## config.mk

```make
export PLATFORM = sky130hd
export DESIGN_NAME = accumulator_4bit
export DESIGN_NICKNAME = d
export VERILOG_FILES = /design/src/rtl/accumulator_4bit.sv
export SDC_FILE = /design/constraint.sdc
export NUM_CORES = 1
export LEC_CHECK = 0
export ABC_AREA = 1
export BUFFER_PORTS_ARGS = -buffer_cell sky130_fd_sc_hd__buf_2
export CORE_MARGIN = 1
export CORE_UTILIZATION = 50
export DETAILED_ROUTE_END_ITERATION = 6
export PLACE_DENSITY = 0.77
export SLEW_MARGIN = 20
export SYNTH_ARGS = -nofsm -noshare
export SYNTH_HDL_FRONTEND = slang
export SYNTH_SLANG_ARGS = --single-unit
```

## constraint.sdc

```tcl
create_clock -name clk -period 2.9 [get_ports clk]
set_clock_uncertainty 0.2 [all_clocks]
set_input_delay 0.145 -clock clk [delete_from_list [all_inputs] [get_ports clk]]
set_output_delay 0.145 -clock clk [all_outputs]
set_load 0.03 [all_outputs]
```

## src/rtl/accumulator_4bit.sv

```systemverilog
// accumulator_4bit
//   Sums COUNT unsigned 4-bit operands into an 8-bit result, then holds the
//   result until the consumer takes it.
//   Ports:
//     clk          clock, all state updates on the rising edge
//     rst          synchronous active-high reset
//     in_data      unsigned operand
//     in_valid     in_data is valid this cycle
//     in_ready     block accepts in_data this cycle
//     out_sum      accumulator value (partial sum while accumulating)
//     out_overflow sticky flag: some accepted operand wrapped the sum past 255
//     out_valid    out_sum/out_overflow hold a finished result
//     out_ready    consumer takes the result this cycle

// 4-bit ripple-carry adder built from a chain of full adders.
module ripple_carry_adder_4bit (
  input  logic [3:0] a_i,
  input  logic [3:0] b_i,
  input  logic       cin_i,
  output logic [3:0] sum_o,
  output logic       cout_o
);
  logic [4:0] c;

  assign c[0] = cin_i;

  for (genvar i = 0; i < 4; i++) begin : g_fa
    assign sum_o[i] = a_i[i] ^ b_i[i] ^ c[i];
    assign c[i+1]   = (a_i[i] & b_i[i]) | (c[i] & (a_i[i] ^ b_i[i]));
  end

  assign cout_o = c[4];
endmodule

module accumulator_4bit #(
  parameter int COUNT = 4
) (
  input  logic       clk,
  input  logic       rst,
  input  logic [3:0] in_data,
  input  logic       in_valid,
  output logic       in_ready,
  output logic [7:0] out_sum,
  output logic       out_overflow,
  output logic       out_valid,
  input  logic       out_ready
);
  typedef enum logic {ACCUM, DONE} state_e;

  // Counter value held while the final operand of a run is being accepted.
  localparam logic [4:0] LAST = 5'(COUNT - 1);

  state_e     state_q, state_d;
  logic [7:0] acc_q, acc_d;
  logic [4:0] cnt_q, cnt_d;
  logic       ovf_q, ovf_d;

  logic [3:0] sum_lo, sum_hi;
  logic       c_lo, c_hi;

  // Operand is zero-extended: the high nibble only absorbs the low carry,
  // so its carry-out is exactly the mod-256 wrap.
  ripple_carry_adder_4bit u_add_lo (
    .a_i    (acc_q[3:0]),
    .b_i    (in_data),
    .cin_i  (1'b0),
    .sum_o  (sum_lo),
    .cout_o (c_lo)
  );

  ripple_carry_adder_4bit u_add_hi (
    .a_i    (acc_q[7:4]),
    .b_i    (4'd0),
    .cin_i  (c_lo),
    .sum_o  (sum_hi),
    .cout_o (c_hi)
  );

  always_comb begin
    state_d   = state_q;
    acc_d     = acc_q;
    cnt_d     = cnt_q;
    ovf_d     = ovf_q;
    // in_ready is forced high during reset; the operand is still dropped
    // because reset wins in the register process.
    in_ready  = (state_q == ACCUM) | rst;
    out_valid = (state_q == DONE);
    case (state_q)
      ACCUM: begin
        if (in_valid) begin
          acc_d = {sum_hi, sum_lo};
          cnt_d = cnt_q + 5'd1;
          if (c_hi)
            ovf_d = 1'b1;
          if (cnt_q == LAST)
            state_d = DONE;
        end
      end
      DONE: begin
        // Handoff: clear everything and accept again on the next cycle.
        // Any in_valid here is ignored.
        if (out_ready) begin
          acc_d   = 8'd0;
          cnt_d   = 5'd0;
          ovf_d   = 1'b0;
          state_d = ACCUM;
        end
      end
    endcase
  end

  always_ff @(posedge clk) begin
    if (rst) begin
      state_q <= ACCUM;
      acc_q   <= 8'd0;
      cnt_q   <= 5'd0;
      ovf_q   <= 1'b0;
    end else begin
      state_q <= state_d;
      acc_q   <= acc_d;
      cnt_q   <= cnt_d;
      ovf_q   <= ovf_d;
    end
  end

  assign out_sum      = acc_q;
  assign out_overflow = ovf_q;
endmodule

```

# ---- Yosys cells after proc, flatten, opt, wreduce, memory -nomap -nowiden
# Cells that the tools add are included.
dict set report op_classes {
  bitwise 27
  n_shift 0
  n_reduce_logical 2
  order_cmp 0
  multipliers 0
  n_eq_ne 4
  n_div 0
  addsub 1
  muxes 14
}
# operator n
set op_table {}
lappend op_table {{$mux 8} 2}
lappend op_table {{$pmux 8 s2} 1}
lappend op_table {{$and 1x1->1} 11}
lappend op_table {{$xor 1x1->1} 11}
lappend op_table {{$mux 5} 2}
lappend op_table {{$pmux 5 s2} 1}
lappend op_table {{$mux 1} 6}
lappend op_table {{$ne 2x2->1 const B} 3}
lappend op_table {{$add 5x1->5 const B} 1}
lappend op_table {{$eq 5x2->1 const B} 1}
lappend op_table {{$or 1x1->1} 4}
lappend op_table {{$pmux 1 s2} 2}
lappend op_table {{$reduce_and 3->1} 1}
lappend op_table {{$reduce_and 2->1} 1}
lappend op_table {{$not 1->1} 1}
dict set report word_totals {
  latchBits 0
  ramBits 0
  reg_bits 15
  romBits 0
  mem_count 0
  output_inout_bits 11
}

# ---- Longest topological paths before layout
dict set report depth {
  ltp_word 14
  ltp_mapped 12
  depth_no_buf 12
}

# ---- Modules after synthesis
# A second synthesis with hierarchy kept.
dict set report unflattened {
  cells_unflattened 112
  hier_area_um2 889.6
}
# module cells_each n_inst area_each_um2
set by_module_without_submodules {}
lappend by_module_without_submodules {accumulator_4bit 84 1 654.4}
lappend by_module_without_submodules {ripple_carry_adder_4bit 14 2 117.6}

# ---- Least setup slack after synthesis
# OpenSTA, ideal clock, no wires.
dict set report synth_timing {
  path_type {reg2reg}
  start {register acc_q[0], in the netlist out_sum[0]}
  end {register acc_q[7], in the netlist out_sum[7]}
  path_slack_ns 0.176
  t_arrival_ns 2.404
  setup_time_ns 0.120
  path_stages_with_launch 13
  t_required_ns 2.580
  cell_sequence {dfxtp_1 > ha_1 > inv_1 > fa_1 > fa_1 > inv_1 > fa_1 > ha_1 > ha_1 > ha_1 > ha_1 > nand2_1 > a21oi_1}
}
dict set report synth_between {
  elab_chain_len 13
}
# element line
set synth_rtl {}
lappend synth_rtl {{start: declaration} 54} ;# logic [7:0] acc_q, acc_d;
lappend synth_rtl {{start signal: assignment} 115} ;# acc_q <= 8'd0;
lappend synth_rtl {{start signal: assignment} 120} ;# acc_q <= acc_d;
lappend synth_rtl {{$and 1x1->1 (2 in series)} 29} ;# assign c[i+1] = (a_i[i] & b_i[i]) | (c[i] & (a_i[i] ^ b_i[i]));
lappend synth_rtl {{$or 1x1->1} 29}
lappend synth_rtl {{$and 1x1->1} 29}
lappend synth_rtl {{$or 1x1->1} 29}
lappend synth_rtl {{$and 1x1->1} 29}
lappend synth_rtl {{$or 1x1->1} 29}
lappend synth_rtl {{$and 1x1->1 (3 in series)} 29}
lappend synth_rtl {{$xor 1x1->1} 28} ;# assign sum_o[i] = a_i[i] ^ b_i[i] ^ c[i];
lappend synth_rtl {{$mux 8} 90} ;# if (in_valid) begin
lappend synth_rtl {{$pmux 8 s2} 88} ;# case (state_q)
# No other way between the ends. The select of a mux whose other input is x is not followed.
# A chain may end at the register's enable or synchronous reset.

# ---- Worst setup path after layout
# Ends and elaborated chain as after synthesis.

==> results.md <==
- Status: complete, no violations
- Setup violations, final: 0
- CP most frequent cell: ha_1
- PortBufs: 18
- Gr usage total: 0.193
- #FFs+latches synth: 15
- Largest net degree at the start of global routing: 12
- Crit end category: flip-flop
- First-pass GRT wire length: 2030 um
- Num CTS Buffers: 3
- Synthesized net count: 116
- Reg2reg setup slack: about 0.34 ns
- Post-CTS sizing: 0
- First DRT Iteration DRCs: 9
- Initial Utilization: 0.561
- Sequential element share of the synthesized area: 0.392
- Crit path max-delay family: adder cells
- Die Height: 41.2 um
- Root Buffer: clkbuf_4
- Min Hold Slack: 0.0392 ns
- DRC errors left: 0
- CTS Buffer Depth: 2
- Critical path data arrival time: 2.55 ns
- GPL Wtd Cong: 0.744
- Initial antenna violation count: 0
- Critical-path cell list: ha_1 > inv_1 > fa_1 > fa_1 > inv_1 > fa_1 > ha_1 > ha_1 > ha_1 > ha_1 > nand2_1 > a21oi_1
- Endpoints failing hold: 0
- Fraction of layout cells with a size suffix above 1: 0.221
- Slowest CP cell: fa_1
- Routed vias: roughly 680
- Worst Hold Class: in -> reg
- CTS H-tree depth: 1
- Worst stage delay on the critical path: 0.37 ns
- Mapped Area: 767 um2
- Max-cap violation count: 0
- HPWL Detailed: 1030 um
- Mean Syn Cell Area: 7.75 um2
- Worst EP required: 2.89 ns
- Synth warnings: 0
- Setup Total Neg Slack: 0 ns
- Fmax: 391 MHz
- WL final: ~1400 um
- Io pins: 19
- Critical Path Source Type: flip-flop
- TritonCTS Sinks: 15
- CP bufs+invs: 2
- CTS tree: done
- ANT nets after route: 0
- WL/cell: 10.1 um
- Cells after synthesis: 99
- Post-CTS setup buffers: 0
- Worst skew pair latency: 0.30 ns
- Area grow syn2layout: 20.1%
- Core box area: 0.00137 mm2
- Synth cell types: 15
- Die width: roughly 41 um
- Actual slew at the worst max-slew pin: 0.220 ns
- RSZ-0062 raised after global routing: no
- Setup CP Type: reg -> reg
- Vias in the first global route: around 500
- Crit Path Max Fanout: 3
- Slew margin rel.: 0.854
- Row cnt: 13
- GR Overflow Total: 0
- Slew Limit Fails: 0
- Fin crit share: 0.883
- PwrDens: 460 mW/mm2
- Fillcell total: around 130
- Post-layout min period: 2.56 ns
- LEAKAGE: 0.447 nW
- Antenna diodes: 0
- Vias per cell: 4.93
- Max VDD drop: 0.000316 V
- Die area: 0.00169 mm2
- TritonRoute pass-1 iters: 4
- Clock-pin slew on the worst setup and hold paths: 0.10 ns
- Final Net Count: 140
-- cells by family (layout without fill, tap and decap cells) --
family / after synthesis / after routing / synth area share
AND/OR/NAND/NOR: 45 / 45 / 0.259
AO/OA/AOI/OAI: 15 / 15 / 0.0979
flip-flops: 15 / 15 / 0.392
buffers and inverters: 15 / 38 / 0.0750
adder cells (fa/ha/maj): 9 / 9 / 0.176
-- stage by stage --
step | util | area, um2 | power, W | instances | worst slack [ns]
6_report | 0.674 | 921 | 0.000424 | 137 | 0.340
5_1_grt | 0.674 | 921 | 0.000449 | 137 | 0.183
4_1_cts | 0.674 | 921 | 0.000432 | 137 | 0.321
3_5_place_dp | 0.637 | 871 | 0.000299 | 131 | 0.339
3_3_place_gp | 0.637 | 871 | 0.000298 | 131 | 0.383
2_1_floorplan | - | 767 | 0.000278 | 99 | 0.176
-- placed cells by master (no fill, tap or decap), types with 3 or more instances in the layout --
master and count:
ha_1 6, a21oi_1 13, nand3_1 5, nand2_1 27, fa_1 3, inv_1 12, clkbuf_4 3, nor2_1 7
dfxtp_1 15, buf_2 18
-- path summary, 6_finish.rpt --
| path | startpoint | end | cells after the start |
|---|---|---|---|
| setup / recovery | out_sum[0]$_SDFFE_PP0P_ | out_sum[7]$_SDFFE_PP0P_ | 12 |
| hold / removal | in_data[0] | out_sum[0]$_SDFFE_PP0P_ | 4 |
| setup reg to reg | out_sum[0]$_SDFFE_PP0P_ | out_sum[7]$_SDFFE_PP0P_ | 12 |
| hold reg to reg | out_sum[1]$_SDFFE_PP0P_ | out_sum[1]$_SDFFE_PP0P_ | 2 |
-- state kept, by name, summed over array words and instances, names as in the netlist --
register and flops:
out_overflow 1, out_valid 1, cnt_q 5, out_sum 8
-- worst min-delay path: stages --
cell and delay [ns]:
buf_2 0.08, ha_1 0.11, nand2_1 0.05, a21oi_1 0.12
-- timing repair --
item	in CTS	in global routing
endpoints found under the hold margin	10	0
endpoints found under the setup margin	0	0
hold buffers	2	0
-- Yosys cell counts --
library cell   n  area share
a21oi_1       13       0.085
ha_1           6       0.098
buf_2          1      0.0065
inv_1         12       0.059
nor3_1         1      0.0065
or2_0          2       0.016
nand3_1        5       0.033
dfxtp_1       15        0.39
inv_2          2      0.0098
nand2_4        2       0.029
nor2_1         7       0.034
nand2_2        1      0.0082
nand2_1       27        0.13
o21ai_0        2       0.013
fa_1           3       0.078
-- where the power goes --
part / leakage (nW) / total [W] / internal [W] / switching [W]
registers: 0.122 / 0.000223 / 0.000215 / 0.00000725
logic: 0.311 / 0.0000725 / 0.0000267 / 0.0000458
clock network: 0.0139 / 0.000128 / 0.0000526 / 0.0000759
-- layer usage --
layer,track usage,up-vias,part of all wire
li1,-,358,-
met1,0.228,297,0.48
met2,0.297,15,0.44
met3,0.0815,5,0.052
met4,0.0968,0,0.017
met5,0,-,0
-- cell type report --
type	count	area, um2	share of cell area
flip-flops and latches	15	300	0.326
multi-input cells	69	409	0.444
repair buffers	20	110	0.120
inverters	14	52.6	0.0571
clock buffers	3	22.5	0.0245
well taps	15	18.8	0.0204
clock inverters	1	7.51	0.00815
Note: power is estimated with default switching activity, not from simulation.
